`config.mk`:
```
export PLATFORM = sky130hd
export DESIGN_NAME = uart_tx_fifo_param
export DESIGN_NICKNAME = d
export VERILOG_FILES = /design/src/rtl/uart_tx_pkg.sv /design/src/rtl/uart_tx_sync_fifo.sv /design/src/rtl/uart_tx_fifo_param.sv
export SDC_FILE = /design/constraint.sdc
export NUM_CORES = 1
export LEC_CHECK = 0
export BUFFER_PORTS_ARGS = -buffer_cell sky130_fd_sc_hd__buf_2
export CORE_MARGIN = 5
export CORE_UTILIZATION = 63
export DETAILED_ROUTE_END_ITERATION = 7
export PLACE_DENSITY = 0.88
export SETUP_SLACK_MARGIN = 0.02
export SLEW_MARGIN = 15
export SYNTH_ARGS = -nofsm -noshare
export SYNTH_HDL_FRONTEND = slang
export SYNTH_SLANG_ARGS = --single-unit
```
`constraint.sdc`:
```
create_clock -name clk -period 7.2 [get_ports clk]
set_input_delay 1.44 -clock clk [delete_from_list [all_inputs] [get_ports clk]]
set_output_delay 1.44 -clock clk [all_outputs]
set_load 0.005 [all_outputs]
```
`src/rtl/uart_tx_pkg.sv`:
```
// Shared types and constants for the FIFO-fed UART transmitter.
// UART_TX_BREAK_EN adds the BREAK state.
package uart_tx_pkg;

    typedef enum logic [2:0] {
        IDLE   = 3'd0,
        START  = 3'd1,
        DATA   = 3'd2,
        PARITY = 3'd3,
        STOP1  = 3'd4,
        STOP2  = 3'd5
`ifdef UART_TX_BREAK_EN
        ,
        BREAK  = 3'd6
`endif
    } tx_state_e;

    localparam logic PAR_EVEN  = 1'b0;
    localparam logic PAR_ODD   = 1'b1;
    localparam logic IDLE_LINE = 1'b1;

endpackage

```
`src/rtl/uart_tx_sync_fifo.sv`:
```
// Synchronous FIFO with occupancy count; DEPTH must be a power of two.
module uart_tx_sync_fifo #(
    parameter int unsigned WIDTH = 8,
    parameter int unsigned DEPTH = 4
) (
    input  logic                     clk,
    input  logic                     rst,
    input  logic                     i_push,
    input  logic [WIDTH-1:0]         i_wdata,
    input  logic                     i_pop,
    output logic [WIDTH-1:0]         o_rdata,
    output logic                     o_full,
    output logic                     o_empty,
    output logic [$clog2(DEPTH):0]   o_count
);

    localparam int unsigned PTR_W = $clog2(DEPTH);
    localparam int unsigned CNT_W = PTR_W + 1;

    logic [WIDTH-1:0] r_mem [DEPTH];
    logic [PTR_W-1:0] r_wptr;
    logic [PTR_W-1:0] r_rptr;
    logic [CNT_W-1:0] r_count;
    logic             w_do_push;
    logic             w_do_pop;

    assign o_full    = (r_count == CNT_W'(DEPTH));
    assign o_empty   = (r_count == '0);
    assign o_count   = r_count;
    assign o_rdata   = r_mem[r_rptr];
    assign w_do_push = i_push && !o_full;
    assign w_do_pop  = i_pop && !o_empty;

    // Pointers wrap naturally because DEPTH is a power of two.
    always_ff @(posedge clk or negedge rst) begin
        if (!rst) begin
            r_wptr  <= '0;
            r_rptr  <= '0;
            r_count <= '0;
        end else begin
            if (w_do_push) r_wptr <= r_wptr + 1'b1;
            if (w_do_pop)  r_rptr <= r_rptr + 1'b1;
            case ({w_do_push, w_do_pop})
                2'b10:   r_count <= r_count + 1'b1;
                2'b01:   r_count <= r_count - 1'b1;
                default: r_count <= r_count;
            endcase
        end
    end

    always_ff @(posedge clk) begin
        if (w_do_push) r_mem[r_wptr] <= i_wdata;
    end

endmodule

```
`src/rtl/uart_tx_fifo_param.sv`:
```
// FIFO-fed UART transmitter with per-bit prescaler, optional parity and 1/2 stop bits.
// Defining UART_TX_BREAK_EN adds the Break_req input and BREAK state.
module uart_tx_fifo_param #(
    parameter int unsigned DATA_W     = 8,
    parameter int unsigned FIFO_DEPTH = 4,
    parameter int unsigned PRESCALE_W = 16
) (
    input  logic                          clk,
    input  logic                          rst,
    input  logic                          Data_valid,
    input  logic [DATA_W-1:0]             P_data,
    output logic                          Ready,
    input  logic                          Par_en,
    input  logic                          Par_type,
    input  logic                          Stop2,
    input  logic [PRESCALE_W-1:0]         Prescale,
`ifdef UART_TX_BREAK_EN
    input  logic                          Break_req,
`endif
    output logic                          TX_out,
    output logic                          Busy,
    output logic [$clog2(FIFO_DEPTH):0]   Fifo_count
);
    import uart_tx_pkg::*;

    localparam int unsigned       BIT_W    = $clog2(DATA_W);
    localparam logic [BIT_W-1:0]  LAST_BIT = BIT_W'(DATA_W - 1);

    tx_state_e             r_state, w_state_next;
    logic [DATA_W-1:0]     r_shift, w_shift_next;
    logic [BIT_W-1:0]      r_bit, w_bit_next;
    logic [PRESCALE_W-1:0] r_timer, w_timer_next;
    logic [PRESCALE_W-1:0] r_prescale, w_prescale_next;
    logic                  r_par, w_par_next;
    logic                  r_par_en, w_par_en_next;
    logic                  r_stop2, w_stop2_next;
    logic                  r_tx, w_tx_next;
    logic                  w_pop, w_start, w_frame_end, w_bit_done;
    logic                  w_fifo_full, w_fifo_empty, w_par_calc;
    logic [DATA_W-1:0]     w_rdata;

    uart_tx_sync_fifo #(
        .WIDTH (DATA_W),
        .DEPTH (FIFO_DEPTH)
    ) u_fifo (
        .clk     (clk),
        .rst     (rst),
        .i_push  (Data_valid),
        .i_wdata (P_data),
        .i_pop   (w_pop),
        .o_rdata (w_rdata),
        .o_full  (w_fifo_full),
        .o_empty (w_fifo_empty),
        .o_count (Fifo_count)
    );

    assign Ready      = !w_fifo_full;
    assign Busy       = (r_state != IDLE) || (Fifo_count != '0);
    assign TX_out     = r_tx;
    assign w_bit_done = (r_timer == r_prescale);
    assign w_par_calc = (Par_type == PAR_EVEN) ? ^w_rdata : ~^w_rdata;

    always_comb begin
        w_state_next    = r_state;
        w_shift_next    = r_shift;
        w_bit_next      = r_bit;
        w_timer_next    = w_bit_done ? '0 : r_timer + 1'b1;
        w_prescale_next = r_prescale;
        w_par_next      = r_par;
        w_par_en_next   = r_par_en;
        w_stop2_next    = r_stop2;
        w_pop           = 1'b0;
        w_start         = 1'b0;
        w_frame_end     = 1'b0;
        w_tx_next       = IDLE_LINE;

        case (r_state)
            IDLE: begin
                w_timer_next = '0;
`ifdef UART_TX_BREAK_EN
                if (Break_req)          w_state_next = BREAK;
                else if (!w_fifo_empty) w_start = 1'b1;
`else
                if (!w_fifo_empty) w_start = 1'b1;
`endif
            end
            START: if (w_bit_done) begin
                w_state_next = DATA;
                w_bit_next   = '0;
            end
            DATA: if (w_bit_done) begin
                if (r_bit == LAST_BIT) begin
                    w_state_next = r_par_en ? PARITY : STOP1;
                end else begin
                    w_bit_next   = r_bit + 1'b1;
                    w_shift_next = r_shift >> 1;
                end
            end
            PARITY: if (w_bit_done) w_state_next = STOP1;
            STOP1: if (w_bit_done) begin
                if (r_stop2) w_state_next = STOP2;
                else         w_frame_end  = 1'b1;
            end
            STOP2: if (w_bit_done) w_frame_end = 1'b1;
`ifdef UART_TX_BREAK_EN
            // Releasing a break costs one stop-bit time; STOP2 always exits after one bit.
            BREAK: begin
                w_timer_next = '0;
                if (!Break_req) w_state_next = STOP2;
            end
`endif
            default: w_state_next = IDLE;
        endcase

        if (w_frame_end) begin
            w_state_next = IDLE;
`ifdef UART_TX_BREAK_EN
            if (Break_req)          w_state_next = BREAK;
            else if (!w_fifo_empty) w_start = 1'b1;
`else
            if (!w_fifo_empty) w_start = 1'b1;
`endif
        end

        if (w_start) begin
            w_pop           = 1'b1;
            w_state_next    = START;
            w_timer_next    = '0;
            w_shift_next    = w_rdata;
            w_par_next      = w_par_calc;
            w_par_en_next   = Par_en;
            w_stop2_next    = Stop2;
            w_prescale_next = Prescale;
        end

        // Line is registered from the next state so the start bit appears one edge after the pop.
        case (w_state_next)
            START:   w_tx_next = 1'b0;
            DATA:    w_tx_next = w_shift_next[0];
            PARITY:  w_tx_next = w_par_next;
`ifdef UART_TX_BREAK_EN
            BREAK:   w_tx_next = 1'b0;
`endif
            default: w_tx_next = IDLE_LINE;
        endcase
    end

    always_ff @(posedge clk or negedge rst) begin
        if (!rst) begin
            r_state    <= IDLE;
            r_shift    <= '0;
            r_bit      <= '0;
            r_timer    <= '0;
            r_prescale <= '0;
            r_par      <= 1'b0;
            r_par_en   <= 1'b0;
            r_stop2    <= 1'b0;
            r_tx       <= IDLE_LINE;
        end else begin
            r_state    <= w_state_next;
            r_shift    <= w_shift_next;
            r_bit      <= w_bit_next;
            r_timer    <= w_timer_next;
            r_prescale <= w_prescale_next;
            r_par      <= w_par_next;
            r_par_en   <= w_par_en_next;
            r_stop2    <= w_stop2_next;
            r_tx       <= w_tx_next;
        end
    end

endmodule
```
## Word-level counts from Yosys, hierarchy flattened

Memory sizes are Yosys's and may differ from the RTL's.
Index checks and enable logic that the tools add are counted.

| word-level totals | value |
|---|---|
| logic and storage cells | 91 |
| memories | 1 |
| bits in registers | 57 |
| bits in writable memories | 32 |
| output and inout bits | 6 |
| ROM bits | 0 |
| latch bits | 0 |
| bits of input ports | 30 |

| cells by class | value |
|---|---|
| equality and inequality tests | 17 |
| shifts and indexed selects | 0 |
| multiplexer cells | 36 |
| magnitude comparators | 0 |
| add/sub/neg operators | 6 |
| reduce and logical (&&, ||, !) cells | 18 |
| div/mod/pow operators | 0 |
| bitwise gates (word level) | 0 |
| multipliers | 0 |

Memories:

| memory | depth | width | rd ports | clocked after Yosys merged registers in | write ports | line | RTL |
|---|---|---|---|---|---|---|---|
| u_fifo.r_mem | 4 | 8 | 1 | 0 | 1 | uart_tx_sync_fifo.sv:20 | `logic [WIDTH-1:0] r_mem [DEPTH];` |

Operators with widths:

| cell | number |
|---|---|
| $mux W16 | 3 |
| $mux W3 | 12 |
| $mux W8 | 4 |
| $add A16 B1 Y16 const B | 1 |
| $eq A16 B16 Y1 | 1 |
| $pmux W3 S5 | 1 |
| $eq A3 B2 Y1 const B | 4 |
| $eq A3 B3 Y1 const B | 4 |
| $mux W1 | 12 |
| $pmux W3 S2 | 2 |
| $ne A2 B2 Y1 const B | 4 |
| $reduce_bool A2 Y1 | 4 |
| $reduce_xnor A8 Y1 | 1 |
| $reduce_xor A8 Y1 | 1 |
| $add A3 B1 Y3 const B | 2 |
| $eq A3 B1 Y1 const B | 2 |
| $logic_not A3 Y1 | 2 |
| $reduce_bool A3 Y1 | 2 |
| $add A2 B1 Y2 const B | 2 |
| $reduce_and A4 Y1 | 1 |
| $pmux W1 S3 | 1 |
| $reduce_and A3 Y1 | 1 |
| $sub A3 B1 Y3 const B | 1 |
| $eq A2 B1 Y1 const B | 1 |
| other kinds (6) | 8 |

## Longest topological paths before layout

Gate-level depths: netlist of the first run.

| depth | value |
|---|---|
| word-level depth | 9 |
| depth in mapped cells | 14 |
| depth with buffers taken out | 12 |

## Modules after synthesis

A second synthesis of the first run with hierarchy kept.

| second synthesis, totals | value |
|---|---|
| cell total of the unflattened synthesis | 303 |
| area, all modules | 4040.1 um2 |

Modules (own cells, without submodules):

| module | times used | cells each | area each (um2) | seq. area each (um2) |
|---|---|---|---|---|
| uart_tx_fifo_param | 1 | 224 | 2447.3 | 1252.5 |
| uart_tx_sync_fifo | 1 | 79 | 1592.8 | 1136.1 |

## Worst setup path after synthesis of the first run

Ideal clock, no wire load.

| timing | value |
|---|---|
| path kind | reg-to-reg |
| start point | register r_timer[6] |
| end point | register u_fifo.r_count[2] (netlist: u_fifo.o_count[2]) |
| stages on the path, launching flop included | 15 |
| arrival time | 2660 ps |
| buffers on the path | 2 |
| slack | 4461 ps |
| period minus slack after synthesis | 2739 ps |
| required time | 7121 ps |
| library setup time | 79 ps |
| cell sequence | dfrtp_1 > buf_6 > xor2_1 > nor4_2 > nand4_2 > nor2_1 > o21ai_1 > inv_1 > buf_2 > ha_1 > inv_1 > fa_1 > xor2_1 > nor2_1 > xor2_1 |

| on the way | value |
|---|---|
| word-level cells in the longest chain between the ends | 8 |
| elaborated cells on any way between the ends | 11 |
| classes of those cells | 3 x eq/ne; 6 x mux; 2 x reduce/logical |

Ends and longest elaborated chain:

| item | line | RTL |
|---|---|---|
| from (decl) | uart_tx_fifo_param.sv:32 | `logic [PRESCALE_W-1:0] r_timer, w_timer_next;` |
| from (signal assigned) | uart_tx_fifo_param.sv:163 | `r_timer <= w_timer_next;` |
| $eq A16 B16 Y1 (*) | uart_tx_fifo_param.sv:60 | `assign w_bit_done = (r_timer == r_prescale);` |
| $mux W1 (on tied branches) | uart_tx_fifo_param.sv:104, uart_tx_fifo_param.sv:100 |  |
| $pmux W1 S2 (*) | uart_tx_fifo_param.sv:77 | `case (r_state)` |
| $mux W1 (*) | uart_tx_fifo_param.sv:115 | `if (w_frame_end) begin` |
| $mux W1 (*) | uart_tx_fifo_param.sv:125 | `if (w_start) begin` |
| $logic_and A1 B1 Y1 (*) | uart_tx_sync_fifo.sv:32 | `assign w_do_pop = i_pop && !o_empty;` |
| via u_fifo.w_do_pop | uart_tx_sync_fifo.sv:25 | `logic w_do_pop;` |
| $eq A2 B1 Y1 or $eq A2 B2 Y1 (tied branches) | uart_tx_sync_fifo.sv:43 | `case ({w_do_push, w_do_pop})` |
| $pmux W3 S2 or $reduce_bool A2 Y1 (tied branches) | -- |  |
| to (signal assigned) | uart_tx_sync_fifo.sv:44 | `2'b10: r_count <= r_count + 1'b1;` |
| to (signal assigned) | uart_tx_sync_fifo.sv:45 | `2'b01: r_count <= r_count - 1'b1;` |
| to (signal assigned) | uart_tx_sync_fifo.sv:46 | `default: r_count <= r_count;` |
| to (decl) | uart_tx_sync_fifo.sv:23 | `logic [CNT_W-1:0] r_count;` |

The timed path passes the listed nets; every way through them passes the cells marked *.
A chain may end at the register's enable or synchronous reset.

## Worst setup path in the final report of the first run

| timing | value |
|---|---|
| start point | register r_timer[3] |
| end point | register u_fifo.r_count[2] (netlist: u_fifo.o_count[2]) |

| on the way | value |
|---|---|
| word-level cells in the longest chain between the ends | 8 |
| elaborated cells on any way between the ends | 11 |
| classes of those cells | 3 x eq/ne; 6 x mux; 2 x reduce/logical |

Ends and longest elaborated chain:

| item | line |
|---|---|
| $eq A16 B16 Y1 (*) | uart_tx_fifo_param.sv:60 |
| $mux W1 (on tied branches) | uart_tx_fifo_param.sv:104, uart_tx_fifo_param.sv:100 |
| $pmux W1 S2 (*) | uart_tx_fifo_param.sv:77 |
| $mux W1 (*) | uart_tx_fifo_param.sv:115 |
| $mux W1 (*) | uart_tx_fifo_param.sv:125 |
| $logic_and A1 B1 Y1 (*) | uart_tx_sync_fifo.sv:32 |
| $eq A2 B1 Y1 or $eq A2 B2 Y1 (tied branches) | uart_tx_sync_fifo.sv:43 |
| $pmux W3 S2 or $reduce_bool A2 Y1 (tied branches) | -- |

Every way passes the cells marked *; elsewhere a longest branch is shown, timed or not.

==> results.toml, run 1 <==
[power_and_ir_drop]
total_power_uw = 1201
p_leak_uw = 0.002024
switching_share = 0.3033
cell_internal_pwr_uw = 836.5
p_clk_frac = 0.274
power_frac_seq = 0.548
p_per_area_mw_per_mm2 = 269.2
p_switching_uw = 364.1
peakVddDrop_mv = 0.2685
power_frac_comb = 0.177

[sta]
final.period_utilization = 0.5020
final-setup-viol-count = 0
slew_headroom = 0.3621
fmax_ghz = 0.2767
final.min_clock_period_ns = 3.614
fin_ws_ns = 3.586
fin_worst_skew_ns = 0.01340
worst_hold_slack_ns = 0.5066
slew_viol_final = 0
setup_tns_ns = 0
hold_viol = 0
grt_setup_unrepaired = "false"
worstMarginPinSlew_ns = 0.9558

[worst_setup_path]
end_kind = "flop"
crit_top_cell = "xor2_1"
cp_max_fo = 34
arrival_ns = 3.88
crit_required_ns = 7.47
slowest_delay_ns = 0.71
path_cells = "xor2_1 > nor4_1 > nand4_2 > nor2_1 > o21ai_1 > inv_1 > ha_1 > inv_1 > fa_1 > xor2_1 > nor2_1 > xor2_1"
critical_path_class = "flop to flop"
start_kind = "flop"
r2r_cells = 12
slowest_stage = "inv_1"

[floorplanning]
start_util = 0.6438
die_y_um = 90.09
placementRows = 29
num_io_pins = 36
die-area_sq_mm = 0.008116
die_x_um = 90.09
core_sq_mm = 0.006277

[final_layout]
nets = 424
drive_above_1_share = 0.1692
area_delta_synth_final_pct = 10.37
regArea_sq_mm = 0.002389
fillCellCount = 427
design_area_sq_mm = 0.004461
antenna_cells = 0
multiInputGateArea_sq_mm = 0.001533

[routing]
drc = 0
wl_per_cell_um = 15.96
first_iter_violations = 142
num_vias = 2549
drtPass1Iterations = 4
wirelength_mm = 7.453
drt-vias-per-instance = 5.458
ant_nets = 0

[grt]
overflow = 0
grt_pass1_vias = 2569
grt.total_usage = 0.1919
antenna_found_initial = 0
grt_pass1_wl_mm = 12.41
grt_max_degree = 58

[cts]
clockRootBuffer = "clkbuf_8"
cts_buffer_depth = 2
cts_tree = "built"
cts_htree_levels = 3
ctsResizeCount = 0
clk_pin_slew_ns = 0.09
hold_buffers = 0
cts_buffers = 9
cts_sinks = 89
postCtsSetupRepairBufs = 0
insertion_delay_ns = 0.36

[run]
maxCapViolations = 0

[yosys]
async_reset_ff_frac = 0.6404
synth_seq_cells = 89
syn_area_sq_mm = 0.004041
synth_common_cells = "nand2_1, dfrtp_1, edfxtp_1"
synth_area_leaders = "dfrtp_1, edfxtp_1, nand2_1"
synth_edf_count = 32
yosys_warnings = 0
synth_nets = 388
synth-main-ff-cell = "dfrtp_1"
synth_cell_type_count = 38
syn_inst = 349
netlist.top_cell.by_area = "dfrtp_1"
yosys.cell_count.top_type = "nand2_1"
syn_area_per_cell_sq_um = 11.58
ys_seq_area_frac = 0.5910
synth_top_area_share = 0.3467

[placed_design]
io_buffers = 35
dpl_worst_slack_ns = 3.636
gp_congestion = 0.8444
placed_cell_area_sq_mm = 0.004268
dp_hpwl_mm = 5.359

[status]
status = "completed"

[worst_hold_path]
whs_path_depth = 2
min_path_type = "flop to flop"
-- state kept, by name, summed over array words and instances (netlist names), 2 cells and up --
signal          flops
u_fifo.r_mem       32
r_prescale         16
r_timer            16
r_shift             8
r_bit               3
r_state             3
u_fifo.o_count      3
u_fifo.r_rptr       2
u_fifo.r_wptr       2
-- per-layer routing --
metal	up-vias	global-route usage	part of all wire
li1	1258	-	-
met1	1244	0.2409	0.42
met4	0	0.05335	0.0095
met5	-	0	0
met3	6	0.04591	0.032
met2	41	0.3323	0.54
-- layout by cell type (no fill, tap or decap), drive strengths merged --
cell type,instances
buf,38
clkbuf,9
o31ai,1
nor3,3
and2,2
a32oi,1
nor2,25
o21ai,17
xnor2,15
and4,1
or3,4
o31a,1
nor4,4
nand3,13
nor2b,2
a22o,1
nand2,71
ha,8
mux2i,7
fa,1
nand2b,3
clkinv,3
a31oi,1
a21oi,4
inv,18
mux4,8
o221ai,1
xor2,28
dfstp,1
nand4,3
edfxtp,32
nor3b,1
and3,6
dfrtp,56
a21o,1
-- final timing paths --
| check | from | to | slack (ns) |
|---|---|---|---|
| min reg2reg | r_bit[2]$_DFFE_PN0P_ | r_bit[2]$_DFFE_PN0P_ | 0.51 |
| max reg2reg | r_timer[3]$_DFF_PN0_ | u_fifo.o_count[2]$_DFFE_PN0P_ | 3.59 |
| max in group asynchronous | rst | u_fifo.r_rptr[0]$_DFFE_PN0P_ | 5.53 |
| min | r_bit[2]$_DFFE_PN0P_ | r_bit[2]$_DFFE_PN0P_ | 0.51 |
| max | r_timer[3]$_DFF_PN0_ | u_fifo.o_count[2]$_DFFE_PN0P_ | 3.59 |
| min in group asynchronous | rst | r_timer[11]$_DFF_PN0_ | 1.21 |
-- per-stage QoR --
step	utilization	std cells
floorplan	-	349
global placement	0.6799	451
detailed placement	0.6799	451
CTS	0.7106	467
global route	0.7106	467
finish	0.7106	467
-- critical path, delay by kind of cell, from the launching register on --
kind	cells	cell delay (ns)
compound gates	1	0.08
simple gates	4	1.00
buf+inv	2	0.78
xor+xnor	3	0.51
fa+ha+maj	2	0.71
flops	1	0.43
-- power by group through the flow --
stage	clock network [uW]	registers [uW]	logic [uW]
2_1_floorplan	0	650	159
3_3_place_gp	0	661	201
3_5_place_dp	0	669	213
4_1_cts	336	659	217
5_1_grt	360	667	237
6_report	329	658	213
-- logic make-up (layout without fill, tap and decap cells) --
kind of cell               Yosys count  after routing  share of synthesized area
adders and majority gates            9              9                    0.02972
AOI/OAI and AO/OA                   28             28                    0.03994
buffers and inverters               27             68                    0.02972
xor gates and xnor gates            43             43                    0.09319
DFF                                 89             89                     0.5910
and+or+nand+nor                    138            138                     0.1545
muxes                               15             15                    0.06192
-- layout make-up --
class,count,share of cell area
timing repair buffer,38,0.04432
multi-input combinational,233,0.3436
sequential,89,0.5355
inverter,14,0.01178
clock buffer,9,0.02777
clock inverter,7,0.01543
tap,77,0.02160
No activity file was read; power rests on OpenSTA's default activity.
==> run 2, diff against run 1 <==
CORE_UTILIZATION = 59   (was 63)
PLACE_DENSITY = 0.83   (was 0.88)
clock period = 3.5 ns   (was 7.2 ns; I/O delays follow)
==> results.toml, run 2 (synthesis results as in run 1) <==
[worst_setup_path]
start_kind = "flop"
arrival_ns = 3.14
critical_path_class = "flop to flop"
startpoint = "r_timer[3]$_DFF_PN0_"
rr_startpoint = "r_timer[3]$_DFF_PN0_"
path_cells = "xor2_1 > nor4_1 > nand4_2 > nor2_1 > o21ai_1 > inv_1 > ha_1 > inv_1 > fa_1 > xor2_1 > nor2_1 > xor2_1"
end_kind = "flop"
crit_required_ns = 3.78
slowest_stage = "dfrtp_1"
slowest_delay_ns = 0.44
crit_top_cell = "xor2_1"
cp_max_fo = 10

[cts]
ctsResizeCount = 0
cts_sinks = 89
cts_buffers = 9
hold_buffers = 0
postCtsSetupRepairBufs = 0
clockRootBuffer = "clkbuf_8"
insertion_delay_ns = 0.36
cts_htree_levels = 3
cts_tree = "built"
cts_buffer_depth = 2
clk_pin_slew_ns = 0.09

[sta]
final-setup-viol-count = 0
worstMarginPinSlew_ns = 0.6788
final.min_clock_period_ns = 2.854
slew_headroom = 0.5475
hold_viol = 0
grt_setup_unrepaired = "false"
setup_tns_ns = 0
fmax_ghz = 0.3504
fin_worst_skew_ns = 0.007197
final.period_utilization = 0.8154
slew_viol_final = 0

[final_layout]
drive_above_1_share = 0.1714
largest_reg_flops = 32
fin_util = 0.6657
layout_common_cells = "nand2_1, dfrtp_1, buf_2, edfxtp_1, xor2_1"
instances_no_fill = 471
top_regs = "u_fifo.r_mem: 32 flops, r_prescale: 16 flops, r_timer: 16 flops"
area_delta_synth_final_pct = 10.68
final_common_cell = "nand2_1"
nets = 425
antenna_cells = 0
largest_register = "u_fifo.r_mem"

[status]
status = "completed"

[routing]
wl_per_cell_um = 15.35
drc = 0
ant_nets = 0
wl_met2_mm = 3.749
first_iter_violations = 132
top_layer_used = "met4"
drtPass1Iterations = 4
num_vias = 2566
wl_met3_um = 290
wl_met1_mm = 3.137
wirelength_mm = 7.232
drt-vias-per-instance = 5.448

[run]
maxCapViolations = 0

[grt]
grt_pass1_wl_mm = 12.35
antenna_found_initial = 0
overflow = 0
grt_pass1_vias = 2671
grt_max_degree = 34
grt.total_usage = 0.1863

[floorplanning]
core_sq_mm = 0.006719
start_util = 0.6015
die_y_um = 92.77
die-area_sq_mm = 0.008605
num_io_pins = 36
die_x_um = 92.77
placementRows = 30

[power_and_ir_drop]
peakVddDrop_mv = 0.3648
p_leak_uw = 0.002026
p_per_area_mw_per_mm2 = 553.1

[placed_design]
dp.cells = 455
gp_congestion = 0.8566
io_buffers = 35
dp_hpwl_mm = 5.128

[worst_hold_path]
min_path_type = "input port to asynchronous set/reset pin"
-- run 2: cell count changes in the layout (fill, tap and decap cells not counted), sizes merged --
cell / change
buf: +1
clkinv: -2
clkinvlp: +1
inv: +1
-- run 2: cell type report --
type | count | area, sq um
Multi-Input combinational cell | 233 | 1533
Fill cell | 468 | 2246
Inverter | 14 | 52.55
Tap cell | 80 | 100.1
Timing Repair Buffer | 39 | 205.2
Clock buffer | 9 | 123.9
Clock inverter | 7 | 70.07
Sequential cell | 89 | 2389
-- run 2: worst paths after layout --
kind / endpoint / slack (ns) / depth (start not counted)
max: u_fifo.o_count[2]$_DFFE_PN0P_ / 0.65 / 12
min: r_timer[12]$_DFF_PN0_ / 0.38 / 1
max reg2reg: u_fifo.o_count[2]$_DFFE_PN0P_ / 0.65 / 12
min reg2reg: r_bit[2]$_DFFE_PN0P_ / 0.50 / 2
max in group asynchronous: TX_out$_DFF_PN1_ / 2.27 / 2
min in group clk: r_bit[2]$_DFFE_PN0P_ / 0.50 / 2
-- run 2: per-layer routing --
layer / vias to the layer above / global-route usage
li1: 1257 / -
met1: 1257 / 0.2293
met2: 45 / 0.3179
met3: 7 / 0.04955
met4: 0 / 0.06349
met5: - / 0
-- run 2: per-stage QoR --
stage,setup WS (ns),hold slack [ns],instance area [sq um],power [uW]
final,0.6461,0.3753,4473,2474
after global routing,0.4216,0.4136,4473,2620
after CTS,0.6354,0.3658,4473,2510
after detailed placement,0.7126,0.4813,4279,1815
after global placement,0.8222,0.4710,4279,1781
after floorplan,0.7605,0.4044,4041,1664
-- run 2: worst max-delay path: cells and delay by family (launching register included) --
family,cells,cell delay (ns)
buffers and inverters,2,0.16
adder cells (fa/ha/maj),2,0.59
flip-flops,1,0.44
AO/OA/AOI/OAI,1,0.08
XOR/XNOR,3,0.47
AND/OR/NAND/NOR,4,1.04
-- run 2: power by group --
group | internal (uW) | switching, uW
Combinational | 203 | 243
Sequential | 1240 | 106
Clock | 279 | 402
==> run 3, diff against run 2 <==
clock period = 2.9 ns   (was 3.5 ns; I/O delays follow)
==> results.toml, run 3 (synthesis results as in run 1) <==
[worst_setup_path]
r2r_cells = 12
end_kind = "flop"
start_kind = "flop"
path_cells = "xor2_1 > nor4_1 > nand4_2 > nor2_1 > o21ai_1 > inv_1 > ha_1 > inv_1 > fa_1 > xor2_1 > nor2_1 > xor2_1"
worst-path-buf-inv = 2
slowest_stage = "dfrtp_1"
crit_required_ns = 3.18
crit_top_cell = "xor2_1"
critical_path_class = "flop to flop"
startpoint = "r_timer[3]$_DFF_PN0_"
rrSetupSlack_ns = 0.25
r2r-end = "u_fifo.o_count[2]$_DFFE_PN0P_"
rr_startpoint = "r_timer[3]$_DFF_PN0_"
cp_top_family = "simple AND/OR/NAND/NOR gates"
slowest_delay_ns = 0.43
arrival_ns = 2.93
endpoint = "u_fifo.o_count[2]$_DFFE_PN0P_"
cp_max_fo = 4
cp.depth = 12

[routing]
wl_per_cell_um = 15.99
ant_nets = 0
num_vias = 2600
first_iter_violations = 151
drt-vias-per-instance = 5.485
drtPass1Iterations = 4
wirelength_mm = 7.577
drc = 0

[sta]
final.min_clock_period_ns = 2.645
fmax_ghz = 0.3780
slew_viol_final = 0
hold_viol = 0
setup_tns_ns = 0
worstMarginPinSlew_ns = 0.9686
grt_setup_unrepaired = "false"
slew_headroom = 0.3543
final-setup-viol-count = 0
fin_worst_skew_ns = 0.006696
final.period_utilization = 0.9122

[grt]
gr-usage-met2 = 0.3503
antenna_found_initial = 0
grt_most_used_layer = "met2"
grt_use_met1 = 0.2201
grt_pass1_wl_mm = 12.76
grt.total_usage = 0.1920
grt_max_degree = 45
grt_util_met3 = 0.03331
overflow = 0
grt_pass1_vias = 2788

[final_layout]
antenna_cells = 0
nets = 428
top_regs = "u_fifo.r_mem: 32 flops, r_prescale: 16 flops, r_timer: 16 flops"
final_common_cell = "nand2_1"
area_delta_synth_final_pct = 12.04
layout_common_cells = "nand2_1, dfrtp_1, buf_2, edfxtp_1, xor2_1"
largest_register = "u_fifo.r_mem"
drive_above_1_share = 0.1777
fin_util = 0.6739
largest_reg_flops = 32

[floorplanning]
placementRows = 30
die_x_um = 92.77
die-area_sq_mm = 0.008605
die_y_um = 92.77
start_util = 0.6015
num_io_pins = 36
core_sq_mm = 0.006719

[cts]
ctsResizeCount = 0
hold_buffers = 0
cts_tree = "built"
clk_pin_slew_ns = 0.09
insertion_delay_ns = 0.36
cts_buffers = 9
cts_buffer_depth = 2
cts_htree_levels = 3
clockRootBuffer = "clkbuf_8"
cts_sinks = 89
postCtsSetupRepairBufs = 0

[placed_design]
gp_congestion = 0.8975
io_buffers = 35
dp_hpwl_mm = 5.265

[run]
maxCapViolations = 0

[power_and_ir_drop]
p_leak_uw = 0.002053
p_per_area_mw_per_mm2 = 687.5
peakVddDrop_mv = 0.5248

[status]
status = "completed"

[worst_hold_path]
min_path_type = "input port to asynchronous set/reset pin"
run 3: layout make-up:
cell class | instances | area (sq um)
Timing Repair Buffer | 42 | 227.7
Sequential cell | 89 | 2389
Clock inverter | 7 | 102.6
Clock buffer | 9 | 123.9
Tap cell | 80 | 100.1
Multi-Input combinational cell | 233 | 1533
Inverter | 14 | 52.55
Fill cell | 500 | 2191
run 3: worst min-delay path by stage:
stage | start | endpoint | slack, ns | cells after the start
2_1_floorplan | rst | r_bit[0]$_DFFE_PN0P_ | 0.28 | 0
3_3_place_gp | r_par$_DFF_PN0_ | r_par$_DFF_PN0_ | 0.47 | 2
3_5_place_dp | r_bit[2]$_DFFE_PN0P_ | r_bit[2]$_DFFE_PN0P_ | 0.48 | 2
4_1_cts | rst | r_timer[11]$_DFF_PN0_ | 0.40 | 1
5_1_grt | Prescale[2] | r_prescale[2]$_DFFE_PN0N_ | 0.40 | 3
6_report | rst | r_timer[11]$_DFF_PN0_ | 0.37 | 1
run 3: worst reg2reg max path, stage by stage (launching register included):
cell and delay (ns):
dfrtp_1 0.43, xor2_1 0.16, nor4_1 0.39, nand4_2 0.21
nor2_1 0.15, o21ai_1 0.08, inv_1 0.10, ha_1 0.18
inv_1 0.06, fa_1 0.37, xor2_1 0.16, nor2_1 0.13
xor2_1 0.15
run 3: metal layers:
layer / routed length [um] / part of all wire
met1: 3116 / 0.41
met2: 4018 / 0.53
met3: 277 / 0.037
met4: 165 / 0.022
met5: 0 / 0
run 3: power breakdown:
| group | switching [uW] | internal [uW] | leakage [uW] |
|---|---|---|---|
| sequential | 132 | 1500 | 0.000992 |
| clock | 451 | 494 | 0.000110 |
| combinational | 292 | 246 | 0.000951 |
| total | 875 | 2240 | 0.00205 |
run 3: per-stage QoR:
stage	setup WS, ns	cells	total power, uW	hold WS (ns)	cell area (sq um)
2_1_floorplan	0.1605	349	2009	0.2844	4041
3_3_place_gp	0.3625	458	2153	0.4723	4302
3_5_place_dp	0.2911	458	2196	0.4819	4302
4_1_cts	0.2126	474	3143	0.3963	4528
5_1_grt	0.03223	474	3282	0.4036	4528
6_report	0.2546	474	3113	0.3694	4528
